[src/rtl/apb_pkg.sv]
// Shared types and default widths for the APB master bridge.
package apb_pkg;

  localparam int unsigned APB_ADDR_W = 32;
  localparam int unsigned APB_DATA_W = 32;

  typedef enum logic [1:0] {
    IDLE,
    SETUP,
    ACCESS,
    RESP
  } apb_state_t;

endpackage

[src/rtl/apb_access_timer.sv]
// Watchdog for the APB ACCESS phase: counts stalled ACCESS cycles and flags
// the cycle that would be the TIMEOUT-th consecutive stall.
module apb_access_timer #(
  parameter int unsigned TIMEOUT = 16
) (
  input  logic clk,
  input  logic rst,
  input  logic clear,
  input  logic count,
  output logic expired
);

  generate
    if (TIMEOUT == 0) begin : g_off
      assign expired = 1'b0;
    end else begin : g_on
      localparam int unsigned CW = $clog2(TIMEOUT + 1);
      logic [CW-1:0] cnt;

      // Stall counter, cleared when a new transfer enters SETUP
      always_ff @(posedge clk) begin
        if (rst || clear) begin
          cnt <= '0;
        end else if (count) begin
          cnt <= cnt + 1'b1;
        end
      end

      // Expiry is flagged on the stalled cycle that brings the count to TIMEOUT,
      // so the bridge leaves ACCESS after exactly TIMEOUT stalled cycles.
      assign expired = count && (cnt == CW'(TIMEOUT - 1));
    end
  endgenerate

endmodule

[src/rtl/apb_master_bridge.sv]
// APB requester: turns single valid/ready commands into APB SETUP/ACCESS
// transfers and returns the result on a valid/ready response port.
module apb_master_bridge
  import apb_pkg::*;
#(
  parameter int unsigned ADDR_W  = APB_ADDR_W,
  parameter int unsigned DATA_W  = APB_DATA_W,
  parameter int unsigned TIMEOUT = 16
) (
  input  logic              P_clk,
  input  logic              P_rst,
  input  logic              req_valid,
  output logic              req_ready,
  input  logic              req_write,
  input  logic [ADDR_W-1:0] req_addr,
  input  logic [DATA_W-1:0] req_wdata,
  output logic              rsp_valid,
  input  logic              rsp_ready,
  output logic [DATA_W-1:0] rsp_rdata,
  output logic              rsp_err,
  output logic              rsp_timeout,
  output logic [ADDR_W-1:0] P_addr,
  output logic              P_selx,
  output logic              P_enable,
  output logic              P_write,
  output logic [DATA_W-1:0] P_wdata,
  input  logic              P_ready,
  input  logic              P_slverr,
  input  logic [DATA_W-1:0] P_rdata
);

  apb_state_t state;
  logic       wd_clear;
  logic       wd_count;
  logic       wd_expired;

  assign wd_clear = (state == IDLE) && req_valid && req_ready;
  assign wd_count = (state == ACCESS) && !P_ready;

  apb_access_timer #(
    .TIMEOUT(TIMEOUT)
  ) u_timer (
    .clk    (P_clk),
    .rst    (P_rst),
    .clear  (wd_clear),
    .count  (wd_count),
    .expired(wd_expired)
  );

  // Transfer sequencer with all outputs registered
  always_ff @(posedge P_clk) begin
    if (P_rst) begin
      state       <= IDLE;
      req_ready   <= 1'b1;
      rsp_valid   <= 1'b0;
      rsp_rdata   <= '0;
      rsp_err     <= 1'b0;
      rsp_timeout <= 1'b0;
      P_addr      <= '0;
      P_selx      <= 1'b0;
      P_enable    <= 1'b0;
      P_write     <= 1'b0;
      P_wdata     <= '0;
    end else begin
      case (state)
        IDLE: begin
          if (req_valid && req_ready) begin
            P_addr    <= req_addr;
            P_write   <= req_write;
            P_wdata   <= req_wdata;
            P_selx    <= 1'b1;
            req_ready <= 1'b0;
            state     <= SETUP;
          end
        end
        SETUP: begin
          P_enable <= 1'b1;
          state    <= ACCESS;
        end
        ACCESS: begin
          // Slave completion takes priority over a watchdog expiry in the same cycle
          if (P_ready) begin
            rsp_rdata   <= P_write ? '0 : P_rdata;
            rsp_err     <= P_slverr;
            rsp_timeout <= 1'b0;
            rsp_valid   <= 1'b1;
            P_selx      <= 1'b0;
            P_enable    <= 1'b0;
            state       <= RESP;
          end else if (wd_expired) begin
            rsp_rdata   <= '0;
            rsp_err     <= 1'b1;
            rsp_timeout <= 1'b1;
            rsp_valid   <= 1'b1;
            P_selx      <= 1'b0;
            P_enable    <= 1'b0;
            state       <= RESP;
          end
        end
        RESP: begin
          if (rsp_ready) begin
            rsp_valid <= 1'b0;
            req_ready <= 1'b1;
            state     <= IDLE;
          end
        end
        default: state <= IDLE;
      endcase
    end
  end

endmodule

[config.mk]
export PLATFORM = sky130hd
export DESIGN_NAME = apb_master_bridge
export DESIGN_NICKNAME = d
export VERILOG_FILES = /design/src/rtl/apb_pkg.sv /design/src/rtl/apb_access_timer.sv /design/src/rtl/apb_master_bridge.sv
export SDC_FILE = /design/constraint.sdc
export NUM_CORES = 1
export LEC_CHECK = 0
export ABC_AREA = 1
export CORE_AREA = 10 10 109 111
export DETAILED_ROUTE_END_ITERATION = 12
export DIE_AREA = 0 0 119 121
export PLACE_DENSITY_LB_ADDON = 0.3
export SLEW_MARGIN = 15
export SYNTH_ARGS = -nofsm -noshare
export SYNTH_HDL_FRONTEND = slang
export SYNTH_SLANG_ARGS = --single-unit
export TNS_END_PERCENT = 100
[constraint.sdc]
create_clock -name P_clk -period 4.6 [get_ports P_clk]
set_input_delay 0.92 -clock P_clk [delete_from_list [all_inputs] [get_ports P_clk]]
set_output_delay 0.92 -clock P_clk [all_outputs]
set_load 0.03 [all_outputs]
==> impl_metrics.json, run 1 <==
{
  "status": "finished, final reports clean",
  "cts_buffers": 9,
  "drv_cap": 0,
  "yosys.area.top_type": "dfxtp_1",
  "holdBufCountCts": 0,
  "clock_latency_ns": 0.36,
  "grt_pass1_wl_um": 20700,
  "place_ws_ns": 1.62,
  "synth_cells": 515,
  "dieHeight_um": 121,
  "final_cell_mix": "clkdlybuf4s50_1, nor2_1, dfxtp_1, o21ai_0, nand2_1",
  "grt_overflow": 0,
  "p_sw_share_pct": 41.0,
  "synth_edf_count": 0,
  "fin_skew_ns": 0.00764,
  "syn_nets": 623,
  "dieArea_um2": 14400,
  "cts_setup_buffers": 0,
  "min_path_type": "register to register",
  "port_buffers": 205,
  "gp_congestion": 0.781,
  "grt_pass1_vias": 4106,
  "worstRegToRegCells": 7,
  "setup_violations": 0,
  "arrival_ns": 2.87,
  "synth_top_area_share_pct": 54.0,
  "setup_slack_ns": 2.00,
  "first_iter_violations": 192,
  "holdPathStages": 2,
  "cts.htree.levels": 3,
  "path_class": "input pin to register",
  "clkSinkCount": 110,
  "yosys_warnings": 0,
  "period_share_pct": 56.5,
  "final_common_cell": "clkdlybuf4s50_1",
  "max_stage_delay_ns": 0.73,
  "hold_path_end": "rsp_rdata[29]$_SDFFE_PP0P_",
  "drive_above_1_share_pct": 3.84,
  "cts_resized": 0,
  "detail_route.vias_per_cell": 4.85,
  "wl_per_cell_um": 15.8,
  "synth_top_flop_cell": "dfxtp_1",
  "drc": 0,
  "antenna_found_initial": 0,
  "fillers": 842,
  "antennaDiodeCount": 0,
  "endpoint_kind": "register",
  "p_sw_mw": 1.36,
  "clock.fmax_mhz": 385,
  "power_frac_comb_pct": 45.1,
  "syn_avg_cell_area_um2": 7.93,
  "min_from": "rsp_rdata[29]$_SDFFE_PP0P_",
  "power_frac_clock_pct": 16.5,
  "critical_path_buf_inv_count": 3,
  "die_x_um": 119,
  "track_usage_pct": 17.3,
  "path_max_fanout": 69,
  "dp_hpwl_um": 9720,
  "cp_top_family": "buffers and inverters",
  "vias": 4058,
  "cts_tree": "built",
  "io_pins": 206,
  "synth_area_leaders": "dfxtp_1, nor2_1, o21ai_0",
  "postRouteAntennaNets": 0,
  "rrSetupSlack_ns": 2.38,
  "slew_headroom_pct": 29.3,
  "rows": 36,
  "synth_cell_types": 24,
  "power.internal_mw": 1.96,
  "timing.rr.start": "state[1]$_SDFFE_PP0P_",
  "cp.required_ns": 4.87,
  "initial_core_util_pct": 42.3,
  "rr_endpoint": "u_timer.g_on.cnt[3]$_SDFFE_PP0P_",
  "drt_wl_total_um": 13200,
  "pwr-share-seq_pct": 38.4,
  "post-route-min-period_ns": 2.60,
  "seq_area_frac_synth_pct": 54.0,
  "finalHoldViolations": 0,
  "area_growth_pct": 54.2,
  "netlist_area_um2": 4080,
  "final_nets": 807,
  "rsz0062_at_grt": "no",
  "leakage_nw": 2.43,
  "core_um2": 9640,
  "grt_max_degree": 70,
  "slew_viol_final": 0,
  "powerDensity_nw_per_um2": 527,
  "path_cells": "clkdlybuf4s50_1, buf_4, inv_2, nand2_1, nor3_1",
  "critPathSlowestCell": "inv_2",
  "clk_pin_slew_ns": 0.10,
  "worst_pin_slew_ns": 1.06,
  "clockRootBuffer": "clkbuf_8",
  "peakVddDrop_uv": 278,
  "yosys_register_bits": 110,
  "drt_first_pass_iters": 4,
  "fin_setup_tns_ns": 0,
  "cp-start-kind": "input pin",
  "ys_async_sr_fraction_pct": 0,
  "whs_ns": 0.471,
  "clockBufferDepth": 2,
  "cp.depth": 5
}
-- state kept, by name (all words and copies together) (netlist names), 2 cells and up --
signal and flops:
state 2, P_addr 32, rsp_rdata 32, u_timer.g_on.cnt 5, P_wdata 32
-- power groups by stage --
stage	logic [mW]	registers, mW	clock network [mW]
floorplan	0.547	1.67	0
global placement	1.48	1.28	0
detailed placement	1.51	1.29	0
CTS	1.52	1.27	0.566
global route	1.62	1.30	0.600
finish	1.50	1.27	0.546
-- tightest hold or removal path: cells and delay by family, from the launching register on --
family	cells	cell delay, ns
AND/OR/NAND/NOR	1	0.06
AO/OA/AOI/OAI	1	0.05
flip-flops	1	0.32
-- Yosys cell counts (6+ instances only) --
| cell type | count |
|---|---|
| a21oi_1 | 37 |
| buf_2 | 9 |
| buf_6 | 6 |
| clkbuf_1 | 11 |
| dfxtp_1 | 110 |
| inv_1 | 10 |
| nand2_1 | 54 |
| nand3_1 | 38 |
| nor2_1 | 143 |
| o21ai_0 | 62 |
| o21ai_1 | 6 |
-- cells by family after synthesis --
| group | synth area share, % |
|---|---|
| simple gates | 24.8 |
| compound gates | 13.1 |
| xor+xnor | 0.215 |
| fa+ha+maj | 1.53 |
| buf+inv | 6.47 |
| flops | 54.0 |
-- worst max-delay path by stage --
stage | from | endpoint | slack (ns)
final | P_rst | u_timer.g_on.cnt[3]$_SDFFE_PP0P_ | 2.00
after global routing | P_rst | u_timer.g_on.cnt[3]$_SDFFE_PP0P_ | 1.85
after CTS | P_rst | u_timer.g_on.cnt[3]$_SDFFE_PP0P_ | 2.02
after detailed placement | P_rst | u_timer.g_on.cnt[3]$_SDFFE_PP0P_ | 1.62
after global placement | P_rst | u_timer.g_on.cnt[3]$_SDFFE_PP0P_ | 1.71
after floorplan | req_valid | P_addr[0]$_SDFFE_PP0P_ | 2.88
-- metal layers --
metal  vias up  global-route usage [%]  share of wire (%)
met5         -                       0                  0
met4         0                    5.80                1.6
met3        14                    8.05                 10
met2       142                    29.9                 49
met1      1864                    18.4                 39
li1       2038                       -                  -
-- final cells by class --
cell class | count | area, µm² | area share [%]
Sequential cell | 110 | 2200 | 35.0
Clock buffer | 12 | 155 | 2.47
Multi-Input combinational cell | 356 | 1620 | 25.7
Tap cell | 133 | 166 | 2.64
Timing Repair Buffer | 207 | 2070 | 32.8
Inverter | 15 | 56.3 | 0.895
Clock inverter | 4 | 31.3 | 0.497
-- stage by stage --
step	total power [mW]	util, %	cells	area, µm²
after global routing	3.52	65.3	837	6290
after global placement	2.76	63.4	821	6110
after floorplan	2.22	-	515	4080
after detailed placement	2.80	63.4	821	6110
final	3.31	65.3	837	6290
after CTS	3.36	65.3	837	6290
Note: power is estimated with default switching activity, not from simulation.
==> inputs of run 2 (changes only) <==
Settings changed: CORE_AREA 10 10 109 111 to 10 10 118 120, DIE_AREA 0 0 119 121 to 0 0 128 130.
Clock period 4.6 ns to 2.2 ns, I/O delays scaled along.
==> impl_metrics.json, run 2 (synthesized netlist as in run 1, its figures left out) <==
{
  "pwr-share-seq_pct": 35.5,
  "cp_common_cell": "ha_1",
  "rsz0062_at_grt": "no",
  "power.internal_mw": 4.61,
  "setup_slack_ns": 0.299,
  "rows": 40,
  "cts_tree": "built",
  "antennaDiodeCount": 0,
  "area_growth_pct": 59.6,
  "dp_hpwl_um": 10000,
  "dieHeight_um": 130,
  "place_ws_ns": 0.182,
  "finalHoldViolations": 0,
  "critical_path_buf_inv_count": 2,
  "slew_viol_final": 0,
  "setup_violations": 0,
  "detail_route.vias_per_cell": 4.78,
  "critPathSlowestCell": "dfxtp_1",
  "postRouteAntennaNets": 0,
  "fin_setup_tns_ns": 0,
  "post-route-min-period_ns": 1.90,
  "path_cells": "ha_1, inv_1, nor3_1, ha_1, nor2_4, nor2_8, buf_4, nand3_1, a21oi_1",
  "peakVddDrop_uv": 546,
  "path_class": "register to register",
  "antenna_found_initial": 0,
  "power_frac_clock_pct": 22.0,
  "status": "finished, final reports clean",
  "cp-start-kind": "register",
  "period_share_pct": 86.4,
  "track_usage_pct": 15.5,
  "cts_buffers": 9,
  "powerDensity_nw_per_um2": 1150,
  "vias": 4102,
  "drv_cap": 0,
  "first_iter_violations": 241,
  "dieArea_um2": 16600,
  "regArea_um2": 2200,
  "path_max_fanout": 22,
  "drive_above_1_share_pct": 4.78,
  "clk_pin_slew_ns": 0.07,
  "slew_headroom_pct": 75.5,
  "fillers": 1109,
  "clock_latency_ns": 0.34,
  "drt_wl_total_um": 13400,
  "worst_pin_slew_ns": 0.367,
  "top_regs": "P_addr: 32 flops, P_wdata: 32 flops, rsp_rdata: 32 flops",
  "cts_setup_buffers": 0,
  "cp_top_family": "simple AND/OR/NAND/NOR gates",
  "whs_ns": 0.469,
  "grt_max_degree": 38,
  "drt_first_pass_iters": 4,
  "initial_core_util_pct": 34.9,
  "port_buffers": 205,
  "p_sw_share_pct": 38.5,
  "final_cell_mix": "clkdlybuf4s50_1, nor2_1, dfxtp_1, o21ai_0, nand2_1",
  "final_nets": 815,
  "power_frac_comb_pct": 42.5,
  "leakage_nw": 2.54,
  "die_x_um": 128,
  "gp_congestion": 0.829,
  "cp.required_ns": 2.46,
  "fin_skew_ns": 0.00496,
  "drc": 0,
  "p_sw_mw": 2.88,
  "wl_per_cell_um": 15.6,
  "min_path_type": "register to register",
  "cts.htree.levels": 3,
  "final_common_cell": "clkdlybuf4s50_1",
  "grt_overflow": 0,
  "io_pins": 206,
  "arrival_ns": 2.17,
  "clock.fmax_mhz": 526,
  "max_stage_delay_ns": 0.37,
  "clkSinkCount": 110,
  "grt_pass1_wl_um": 21100,
  "clockBufferDepth": 2,
  "grt_pass1_vias": 4118,
  "endpoint_kind": "register",
  "core_um2": 11700,
  "clockRootBuffer": "clkbuf_16",
  "multi_input_area_um2": 1620
}
[run 2: final cells by class]
type	count	share of cell area [%]
multi-input combinational	356	24.8
clock inverter	3	0.653
clock buffer	13	3.99
sequential	110	33.8
inverter	15	0.903
tap	147	2.82
timing repair buffer	215	33.0
[run 2: repair_timing]
action / in CTS / in global routing
resized for setup: 0 / 2
hold buffers: 0 / 0
endpoints found under the setup margin: 0 / 13
[run 2: through the flow]
| step | util (%) | instance area (µm²) | power (mW) | std cells |
|---|---|---|---|---|
| detailed placement | 53.0 | 6210 | 5.90 | 843 |
| floorplan | - | 4080 | 4.64 | 515 |
| finish | 55.6 | 6520 | 7.49 | 859 |
| global placement | 53.0 | 6210 | 5.84 | 843 |
| global route | 55.6 | 6520 | 7.97 | 859 |
| CTS | 55.6 | 6510 | 7.59 | 859 |
[run 2: final timing paths]
check                                                      start                         end  slack (ns)  cells past startpoint
worst min-delay path                  rsp_rdata[29]$_SDFFE_PP0P_  rsp_rdata[29]$_SDFFE_PP0P_        0.47                      2
worst min register to register        rsp_rdata[29]$_SDFFE_PP0P_  rsp_rdata[29]$_SDFFE_PP0P_        0.47                      2
worst max-delay path            u_timer.g_on.cnt[0]$_SDFFE_PP0P_   rsp_rdata[8]$_SDFFE_PP0P_        0.30                      9
worst max register to register  u_timer.g_on.cnt[0]$_SDFFE_PP0P_   rsp_rdata[8]$_SDFFE_PP0P_        0.30                      9
[run 2: worst register-to-register path, delay by kind of cell, from the launching register on]
kind | cells | cell delay (ns)
buffers and inverters | 2 | 0.30
adder cells (fa/ha/maj) | 2 | 0.43
AO/OA/AOI/OAI | 1 | 0.14
AND/OR/NAND/NOR | 4 | 0.59
flip-flops | 1 | 0.37
[run 2: layer usage]
metal | GRT usage [%] | vias up | part of all wire, %
met5 | 0 | - | 0
met4 | 4.97 | 0 | 1.5
met3 | 8.15 | 14 | 12
met2 | 24.7 | 159 | 45
met1 | 17.4 | 1877 | 41
li1 | - | 2052 | -
[run 2: power groups by stage]
| stage | clock [mW] | sequential (mW) | combinational, mW |
|---|---|---|---|
| 4_1_cts | 1.70 | 2.66 | 3.23 |
| 6_report | 1.64 | 2.66 | 3.18 |
| 3_3_place_gp | 0 | 2.68 | 3.17 |
| 2_1_floorplan | 0 | 3.49 | 1.14 |
| 5_1_grt | 1.78 | 2.71 | 3.48 |
| 3_5_place_dp | 0 | 2.69 | 3.21 |
